### src/rtl/seq_div_unit.sv
// Multi-cycle restoring divider: one trial subtraction per clock over WIDTH steps.
// Optional signed support is enabled by defining SEQ_DIV_SIGNED_EN.
module seq_div_unit #(
  parameter int unsigned WIDTH = 32
) (
  input  logic             clk,
  input  logic             rst,
  input  logic             start,
  input  logic             signed_op,
  input  logic [WIDTH-1:0] dividend,
  input  logic [WIDTH-1:0] divisor,
  output logic             busy,
  output logic             done,
  output logic [WIDTH-1:0] quotient,
  output logic [WIDTH-1:0] remainder,
  output logic             div_by_zero
);

  localparam int unsigned CW = $clog2(WIDTH);

  typedef enum logic [1:0] {S_IDLE, S_CALC, S_DONE} state_t;

  state_t           r_state;
  logic [WIDTH-1:0] r_q;
  logic [WIDTH-1:0] r_r;
  logic [WIDTH-1:0] r_d;
  logic [CW-1:0]    r_count;

  logic [WIDTH:0]   w_rs;
  logic [WIDTH:0]   w_t;
  logic [WIDTH-1:0] w_q_nxt;
  logic [WIDTH-1:0] w_r_nxt;
  logic [WIDTH-1:0] w_q_fix;
  logic [WIDTH-1:0] w_r_fix;
  logic [WIDTH-1:0] w_dd_mag;
  logic [WIDTH-1:0] w_dv_mag;
  logic             w_last;

  // One restoring step: shift in next dividend bit, trial-subtract the divisor
  always_comb begin
    w_rs    = {r_r, r_q[WIDTH-1]};
    w_t     = w_rs - {1'b0, r_d};
    w_q_nxt = {r_q[WIDTH-2:0], ~w_t[WIDTH]};
    w_r_nxt = w_t[WIDTH] ? w_rs[WIDTH-1:0] : w_t[WIDTH-1:0];
    w_last  = (r_count == CW'(WIDTH - 1));
  end

`ifdef SEQ_DIV_SIGNED_EN
  logic r_neg_q;
  logic r_neg_r;
  logic w_neg_q;
  logic w_neg_r;

  // Operands become magnitudes at launch; results get their signs back at the end
  always_comb begin
    w_dd_mag = (signed_op && dividend[WIDTH-1]) ? WIDTH'(-dividend) : dividend;
    w_dv_mag = (signed_op && divisor[WIDTH-1])  ? WIDTH'(-divisor)  : divisor;
    w_neg_q  = signed_op & (dividend[WIDTH-1] ^ divisor[WIDTH-1]);
    w_neg_r  = signed_op & dividend[WIDTH-1];
    w_q_fix  = r_neg_q ? WIDTH'(-w_q_nxt) : w_q_nxt;
    w_r_fix  = r_neg_r ? WIDTH'(-w_r_nxt) : w_r_nxt;
  end

  always_ff @(posedge clk or posedge rst) begin
    if (rst) begin
      r_neg_q <= 1'b0;
      r_neg_r <= 1'b0;
    end else if ((r_state != S_CALC) && start) begin
      r_neg_q <= w_neg_q;
      r_neg_r <= w_neg_r;
    end
  end
`else
  logic w_unused_signed;

  always_comb begin
    w_dd_mag        = dividend;
    w_dv_mag        = divisor;
    w_q_fix         = w_q_nxt;
    w_r_fix         = w_r_nxt;
    w_unused_signed = signed_op;
  end
`endif

  always_ff @(posedge clk or posedge rst) begin
    if (rst) begin
      r_state     <= S_IDLE;
      r_q         <= '0;
      r_r         <= '0;
      r_d         <= '0;
      r_count     <= '0;
      quotient    <= '0;
      remainder   <= '0;
      div_by_zero <= 1'b0;
    end else begin
      case (r_state)
        S_IDLE, S_DONE: begin
          r_state <= S_IDLE;
          if (start) begin
            r_q         <= w_dd_mag;
            r_r         <= '0;
            r_d         <= w_dv_mag;
            r_count     <= '0;
            div_by_zero <= 1'b0;
            if (divisor == '0) begin
              // Zero divisor skips the iterations entirely
              quotient    <= '1;
              remainder   <= dividend;
              div_by_zero <= 1'b1;
              r_state     <= S_DONE;
            end else begin
              r_state <= S_CALC;
            end
          end
        end
        S_CALC: begin
          r_q     <= w_q_nxt;
          r_r     <= w_r_nxt;
          r_count <= r_count + 1'b1;
          if (w_last) begin
            quotient  <= w_q_fix;
            remainder <= w_r_fix;
            r_state   <= S_DONE;
          end
        end
        default: r_state <= S_IDLE;
      endcase
    end
  end

  assign busy = (r_state == S_CALC);
  assign done = (r_state == S_DONE);

endmodule

### config.mk
export PLATFORM = sky130hd
export DESIGN_NAME = seq_div_unit
export DESIGN_NICKNAME = d
export VERILOG_FILES = /design/src/rtl/seq_div_unit.sv
export SDC_FILE = /design/constraint.sdc
export NUM_CORES = 1
export LEC_CHECK = 0
export CORE_MARGIN = 2
export CORE_UTILIZATION = 59
export DETAILED_ROUTE_END_ITERATION = 16
export PLACE_DENSITY = 0.86
export SLEW_MARGIN = 20
export SYNTH_ARGS = -nofsm -noshare
export SYNTH_HDL_FRONTEND = slang
export SYNTH_SLANG_ARGS = --single-unit
### constraint.sdc
create_clock -name clk -period 15.25 [get_ports clk]
set_input_delay 2.2875 -clock clk [delete_from_list [all_inputs] [get_ports clk]]
set_output_delay 2.2875 -clock clk [all_outputs]
set_load 0.005 [all_outputs]
==> metrics.cfg, run 1 <==
[route]
drtPass1Iterations=6
vias_per_cell=6.13
dr.first_iter.drc_count=899
avgRoutedWirePerCell_microns=18.0
drt-total-wl_microns=23800
ant_nets=0
drc=0
vias=8130

[sta]
relSlewSlack_pct=32.5
post-route-worst-setup-slack_ns=9.54
max_slew.worst_pin.slew_ns=0.987
hold_viol_final=0
setup_viol=0
min_period_ns=5.71
skew_ns=0.00851
max_freq_mhz=175
rsz0062_at_grt=false
maxSlewViolCount=0
final.setup.tns_ns=0
finalCritPeriodShare_pct=37.5

[floorplan]
rows=44
initial_utilization_pct=60.7
die_y_microns=127
core_region_area_sq_mm=0.0146
ios=135
die-area_sq_mm=0.0161
die_w_microns=127

[critical_path]
cp_slowest_cell=nor3_1
cp_max_fo=67
cp_cell_sequence=clkdlybuf4s50_1, nor4_1, nand4_1, nor3_1, a21oi_2, buf_4, inv_2, buf_4, o22ai_1, a21oi_1, a21boi_1
rr_endpoint=remainder[21]
worst-path-buf-inv=4
critPathCaptureType=flip-flop
path_class=in -> reg
cp_top_family=buffers and inverters
cpPeakStageDelay_ns=0.60
cp_data_arrival_time_ns=6.07
cp_num_cells=11
crit_top_cell=buf_4
reg2reg_slack_ns=11.20
r2r-start=r_q[31]
reg2reg_depth=12
crit_required_ns=15.60
start_kind=primary input

[clock_network]
cts_hold_buffers=0
clk_latency_ns=0.44
cts_buffer_depth=2
cts_resized=0
cts-root-buf=clkbuf_16
cts_tree=done
cts_buffers=17
path_clk_slew_ns=0.07
htree_levels=4
cts_setup_buffers=0
cts_sinks=168

[finish]
multi_input_area_sq_mm=0.00429
drive_gt1_share_pct=4.90
diodes=0
fin_area_sq_mm=0.0109
final_nets=1233
fillCellCount=1062
regArea_sq_mm=0.00420
synthToLayoutAreaGrowth_pct=23.1

[grt]
grt-ovfl-total=0
grt_pass1_wl_microns=38800
grt_pass1_vias=7538
grt_usage_pct=30.5
grt_max_degree=98
antenna_found_initial=0

[placed_design]
place_ws_ns=9.17
hpwlAfterDp_microns=16300
port_buffers=133
place.gp.congestion=0.997
place_area_sq_mm=0.0103

[synthesis]
synthDistinctLibCells=63
syn_nets=1126
synth-seq-cells=168
syn_area_per_cell_sq_um=8.68
netlist_instances=1023
synthArstFlopShare_pct=100
syn_area_sq_mm=0.00888
synth-edff-count=0
yosysTopAreaCell=dfrtp_1
ys_seq_area_share_pct=47.3
synth_top_cell_area_share_pct=47.3
ys.flop_type=dfrtp_1
netlist_top_cells_area=dfrtp_1 47%, nand2_1 7.0%, a21oi_1 5.7%
yosysWarnings=0

[worst_hold_path]
hold_depth=2
hp-class=reg -> reg
hold_end=remainder[19]
min_from=remainder[19]

[pwr]
power_density_mw_per_mm2=279
peakVddDrop_uv=166
p_leak_uw=0.00475

[status]
status=complete, no violations

[flow_run]
cap_violations=0

-- cell usage in the layout, fill, tap and decap left out, types with 7 or more instances in the layout --
master | Yosys | final
dfrtp_1 | 168 | 168
nand2_1 | 165 | 165
clkdlybuf4s50_1 | 0 | 133
nor2_1 | 106 | 106
a21oi_1 | 102 | 101
o21ai_0 | 67 | 67
a31oi_1 | 44 | 44
inv_1 | 44 | 42
ha_1 | 34 | 34
o21ai_1 | 30 | 30
and3_1 | 22 | 22
mux2i_1 | 18 | 18
clkbuf_16 | 0 | 17
nand3_1 | 15 | 15
xnor2_1 | 14 | 14
nor3_1 | 11 | 11
buf_4 | 1 | 10
a21o_1 | 9 | 9
nor4_1 | 9 | 9
o21bai_1 | 8 | 8
xor2_1 | 7 | 7
o22ai_1 | 7 | 7
-- per-layer routing --
| layer | routed length (microns) | part of all wire [%] | global-route usage, % | up-vias |
|---|---|---|---|---|
| met2 | 10800 | 45 | 47.3 | 432 |
| met5 | 0 | 0 | 0 | - |
| met4 | 433 | 1.8 | 9.50 | 0 |
| met3 | 1960 | 8.2 | 5.40 | 50 |
| li1 | - | - | - | 3829 |
| met1 | 10700 | 45 | 44.2 | 3819 |
-- worst max-delay path by stage --
stage	end	from
2_1_floorplan	div_by_zero	rst
4_1_cts	remainder[20]	divisor[1]
3_5_place_dp	remainder[20]	divisor[1]
6_report	remainder[20]	divisor[1]
5_1_grt	remainder[20]	divisor[1]
3_3_place_gp	remainder[20]	divisor[1]
-- cell type report --
cell class              instances  area share, %
inverters                      45           1.59
repair buffers                144           13.0
well taps                     184           2.11
multi-input cells             754           39.2
flip-flops and latches        168           38.5
clock inverters                14           1.72
clock buffers                  18           3.93
-- worst reg2reg max path, stage by stage (launching register included) --
cell and delay (ns):
dfrtp_1 0.45, inv_1 0.07, ha_1 0.23, fa_1 0.43, nor2b_1 0.21, o2111ai_1 0.18, and3_4 0.24, o31a_1 0.35
a211o_1 0.43, a211o_1 0.42, buf_4 0.30, mux2i_1 0.38, o21ai_0 0.19
-- flip-flops by register name (all words and copies together), names as in the netlist --
name and cells:
r_r 32, div_by_zero 1, r_d 32, r_count 5
quotient 32, remainder 32, r_state 2, r_q 32
-- power by group --
part	switching (uW)	total, uW	internal (uW)
Clock	194	457	262
Sequential	135	798	663
Combinational	1050	1790	742
-- per-stage QoR --
step	hold WS (ns)	total power, uW	utilization [%]	cells
final	0.486	3050	74.7	1327
after global routing	0.521	3270	74.7	1327
after CTS	0.487	3020	74.6	1327
after detailed placement	0.470	2540	70.4	1295
after global placement	0.461	2480	70.4	1295
after floorplan	0.449	2020	-	1023
-- cells in the mapped netlist (all sizes together) (5+ instances only) --
master	number
or3	6
and3	23
a21oi	103
a31oi	44
o21a	6
dfrtp	168
ha	34
nand3	15
o211ai	5
xnor2	14
o21bai	8
nand2b	6
nor3	12
nor2	106
a21o	9
inv	44
nor4	10
a2111oi	6
o21ai	97
buf	9
o22ai	7
clkbuf	47
o31ai	5
nand2	166
nand4	6
xor2	7
mux2i	18
-- kinds of logic (layout without fill, tap and decap cells) --
| group | Yosys count | after routing | synth area share (%) |
|---|---|---|---|
| fa+ha+maj | 35 | 35 | 5.01 |
| compound gates | 317 | 317 | 21.1 |
| flops | 168 | 168 | 47.3 |
| simple gates | 362 | 362 | 17.8 |
| buf+inv | 101 | 221 | 4.59 |
| xor+xnor | 21 | 21 | 2.07 |
| mux | 19 | 19 | 2.15 |
No activity file was read; power rests on OpenSTA's default activity.
==> inputs of run 2 (changes only) <==
--- a/config.mk
+++ b/config.mk
@@ -6,9 +6,9 @@
 export NUM_CORES = 1
 export LEC_CHECK = 0
 export CORE_MARGIN = 2
-export CORE_UTILIZATION = 59
+export CORE_UTILIZATION = 55
 export DETAILED_ROUTE_END_ITERATION = 16
-export PLACE_DENSITY = 0.86
+export PLACE_DENSITY = 0.81
 export SLEW_MARGIN = 20
 export SYNTH_ARGS = -nofsm -noshare
 export SYNTH_HDL_FRONTEND = slang
==> constraint.sdc (replaced) <==
create_clock -name clk -period 5.6 [get_ports clk]
set_input_delay 0.84 -clock clk [delete_from_list [all_inputs] [get_ports clk]]
set_output_delay 0.84 -clock clk [all_outputs]
set_load 0.005 [all_outputs]
==> metrics.cfg, run 2 (synthesis gave the netlist of run 1 again) <==
[clock_network]
clk_latency_ns=0.43
path_clk_slew_ns=0.06
cts_setup_buffers=0
cts_sinks=168
cts_buffers=17
cts-root-buf=clkbuf_16
cts_resized=0
cts_buffer_depth=2
htree_levels=4
cts_tree=done
cts_hold_buffers=0

[sta]
hold_ws_ns=0.487
min_period_ns=4.30
relSlewSlack_pct=24.5
hold_viol_final=0
finalCritPeriodShare_pct=76.7
max_slew.worst_pin.slew_ns=1.10
max_freq_mhz=233
rsz0062_at_grt=false
final.setup.tns_ns=0
maxSlewViolCount=0
setup_viol=0
skew_ns=0.0103

[route]
drt-total-wl_microns=23500
drc=0
drtPass1Iterations=6
dr.first_iter.drc_count=636
vias=7895
vias_per_cell=5.80
ant_nets=0
avgRoutedWirePerCell_microns=17.3

[floorplan]
core_region_area_sq_mm=0.0158
die_w_microns=131
die-area_sq_mm=0.0172
ios=135
die_y_microns=131
initial_utilization_pct=56.1
rows=46

[flow_run]
cap_violations=0

[critical_path]
rr_endpoint=r_r[14]
cp_data_arrival_time_ns=4.57
crit_required_ns=5.87
reg2reg_depth=12
cp_max_fo=20
reg2reg_slack_ns=1.30
start_kind=flip-flop
r2r-start=r_q[31]
critPathCaptureType=flip-flop
path_class=reg -> reg

[worst_hold_path]
min_from=r_d[0]
hp-class=reg -> reg
hold_depth=2
hold_end=r_d[0]

[finish]
diodes=0
mostFrequentLayoutCell=dfrtp_1
synthToLayoutAreaGrowth_pct=23.5
regArea_sq_mm=0.00420
mostFrequentLayoutCells=168 x dfrtp_1, 165 x nand2_1, 133 x clkdlybuf4s50_1
drive_gt1_share_pct=5.07
multi_input_area_sq_mm=0.00429
final_nets=1235
fillCellCount=1275

[grt]
grt_max_degree=119
grt_usage_pct=28.4
antenna_found_initial=0
grt-ovfl-total=0
grt_pass1_wl_microns=37900
grt_pass1_vias=7327

[placed_design]
hpwlAfterDp_microns=16900
place.gp.congestion=0.908
port_buffers=133

[pwr]
peakVddDrop_uv=329
p_leak_uw=0.00473
p_total_uw=8230
power_density_mw_per_mm2=750

[status]
status=complete, no violations

==> run 2: worst max path at each step <==
stage	startpoint	endpoint	slack, ns	cells past startpoint
floorplan	rst	div_by_zero	0.21	1
global placement	r_q[31]	remainder[13]	1.45	12
detailed placement	r_q[31]	remainder[14]	1.38	12
CTS	r_q[31]	r_r[14]	1.34	12
global route	r_q[31]	remainder[14]	1.17	12
finish	r_q[31]	r_r[14]	1.30	12
==> run 2: power breakdown <==
part | total [uW] | switching (uW) | internal [uW]
Combinational | 4880 | 2860 | 2030
Sequential | 2170 | 364 | 1810
Clock | 1180 | 513 | 667
==> run 2: final cells by class <==
type	instances	share of cell area, %
clock buffer	18	3.91
tap	216	2.46
timing repair buffer	146	13.2
sequential	168	38.3
clock inverter	14	1.47
multi-input combinational	754	39.1
inverter	45	1.58
==> run 2: routing by layer <==
layer  part of all wire [%]  vias up  track usage [%]
met2                     45      309             43.0
met4                    1.9        0             8.70
met5                      0        -                0
met3                    6.4       35             3.37
met1                     47     3723             43.0
li1                       -     3828                -
==> run 2: critical path, stage by stage, from the launching register on <==
cell	delay [ns]
dfrtp_1	0.44
inv_1	0.07
ha_1	0.24
fa_1	0.42
nor2b_1	0.19
o2111ai_1	0.20
and3_4	0.26
o31a_1	0.36
a21oi_2	0.35
a211o_1	0.77
buf_4	0.34
mux2i_1	0.38
o21ai_1	0.10
==> run 2: metrics by stage <==
stage	instance area, sq um	setup slack, ns	utilization (%)	cells
floorplan	8880	0.213	-	1023
global placement	10400	1.45	65.6	1329
detailed placement	10400	1.38	65.6	1329
CTS	11000	1.34	69.3	1361
global route	11000	1.17	69.3	1361
finish	11000	1.30	69.3	1361
==> inputs of run 3 (changes only) <==
==> constraint.sdc (replaced) <==
create_clock -name clk -period 4.5 [get_ports clk]
set_input_delay 0.675 -clock clk [delete_from_list [all_inputs] [get_ports clk]]
set_output_delay 0.675 -clock clk [all_outputs]
set_load 0.005 [all_outputs]
==> metrics.cfg, run 3 (synthesis gave the netlist of run 1 again) <==
[clock_network]
path_clk_slew_ns=0.07
cts_hold_buffers=0
cts_buffer_depth=2
cts-root-buf=clkbuf_16
cts_resized=0
htree_levels=4
cts_sinks=168
cts_tree=done
cts_setup_buffers=0
cts_buffers=17
clk_latency_ns=0.44

[sta]
max_slew.worst_pin.slew_ns=0.947
post-route-worst-setup-slack_ns=0.816
relSlewSlack_pct=36.6
maxSlewViolCount=0
setup_viol=0
max_freq_mhz=271
finalCritPeriodShare_pct=81.9
skew_ns=0.00623
hold_viol_final=0
final.setup.tns_ns=0
rsz0062_at_grt=false
min_period_ns=3.68

[worst_hold_path]
hold_end=div_by_zero
hold_depth=2
min_from=div_by_zero
hp-class=reg -> reg

[floorplan]
initial_utilization_pct=56.1
rows=46
core_region_area_sq_mm=0.0158
ios=135
die-area_sq_mm=0.0172
die_w_microns=131
die_y_microns=131

[grt]
grt_usage_pct=28.7
grt_pass1_vias=7380
antenna_found_initial=0
grt-ovfl-total=0
grt_max_degree=119
grt_pass1_wl_microns=38300

[finish]
diodes=0
fillCellCount=1193
mostFrequentLayoutCells=168 x dfrtp_1, 165 x nand2_1, 133 x clkdlybuf4s50_1
mostFrequentLayoutCell=dfrtp_1
final_nets=1241
drive_gt1_share_pct=5.65
synthToLayoutAreaGrowth_pct=25.2
utilization_pct=70.3

[route]
drtPass1Iterations=5
avgRoutedWirePerCell_microns=17.5
ant_nets=0
drt-total-wl_microns=23900
vias=8071
dr.first_iter.drc_count=611
vias_per_cell=5.90
drc=0

[status]
status=complete, no violations

[critical_path]
reg2reg_depth=12
critPathCaptureType=flip-flop
start_kind=flip-flop
cp_max_fo=21
reg2reg_slack_ns=0.82
rr_endpoint=remainder[14]
crit_required_ns=4.80
cp_data_arrival_time_ns=3.98
r2r-start=r_q[31]
path_class=reg -> reg

[pwr]
peakVddDrop_uv=413
power_density_mw_per_mm2=942
p_leak_uw=0.00482

[placed_design]
port_buffers=133
hpwlAfterDp_microns=16800
place_ws_ns=0.892
place.gp.congestion=0.887

[flow_run]
cap_violations=0

## run 3: report_power, final
part           internal [uW]  leakage [uW]  switching [uW]  total (uW)
Clock                    942      0.000312             648        1590
Combinational           2590       0.00257            3590        6190
Sequential              2250       0.00193             453        2700
Total                   5780       0.00482            4690       10500
## run 3: area by class of cell
type	count	area, sq um	area share, %
Tap cell	216	270	2.43
Inverter	45	173	1.55
Clock buffer	17	425	3.82
Multi-Input combinational cell	754	4290	38.6
Timing Repair Buffer	152	1540	13.9
Clock inverter	15	216	1.95
Sequential cell	168	4200	37.8
## run 3: worst max-delay path, cell delays in order, from the launching register on
cell and delay (ns):
dfrtp_1 0.35, inv_1 0.05, ha_1 0.22, fa_1 0.41
nor2b_1 0.19, o2111ai_1 0.18, and3_4 0.23, o31a_1 0.34
a211o_1 0.43, a211o_1 0.45, buf_12 0.23, mux2i_1 0.32
o21ai_1 0.12
## run 3: worst max path at each step
| stage | slack (ns) | end | depth (start not counted) | start |
|---|---|---|---|---|
| 6_report | 0.82 | remainder[14] | 12 | r_q[31] |
| 3_3_place_gp | 0.93 | remainder[13] | 12 | r_q[31] |
| 4_1_cts | 0.83 | r_r[14] | 12 | r_q[31] |
| 3_5_place_dp | 0.89 | remainder[14] | 12 | r_q[31] |
| 5_1_grt | 0.62 | remainder[18] | 12 | r_q[31] |
| 2_1_floorplan | 1.40 | remainder[9] | 13 | r_q[31] |
## run 3: through the flow
| step | hold slack (ns) | cell area (sq um) | cells | power (uW) |
|---|---|---|---|---|
| 2_1_floorplan | 0.449 | 8890 | 1023 | 6840 |
| 3_5_place_dp | 0.468 | 10500 | 1334 | 8700 |
| 5_1_grt | 0.515 | 11100 | 1367 | 11300 |
| 4_1_cts | 0.484 | 11100 | 1366 | 10400 |
| 6_report | 0.482 | 11100 | 1367 | 10500 |
| 3_3_place_gp | 0.462 | 10500 | 1334 | 8540 |
## run 3: layer usage
metal	vias up	global-route usage, %	wire [microns]
li1	3844	-	-
met1	3844	42.8	10900
met2	344	43.6	10800
met3	39	4.10	1670
met4	0	9.32	460
met5	-	0	0
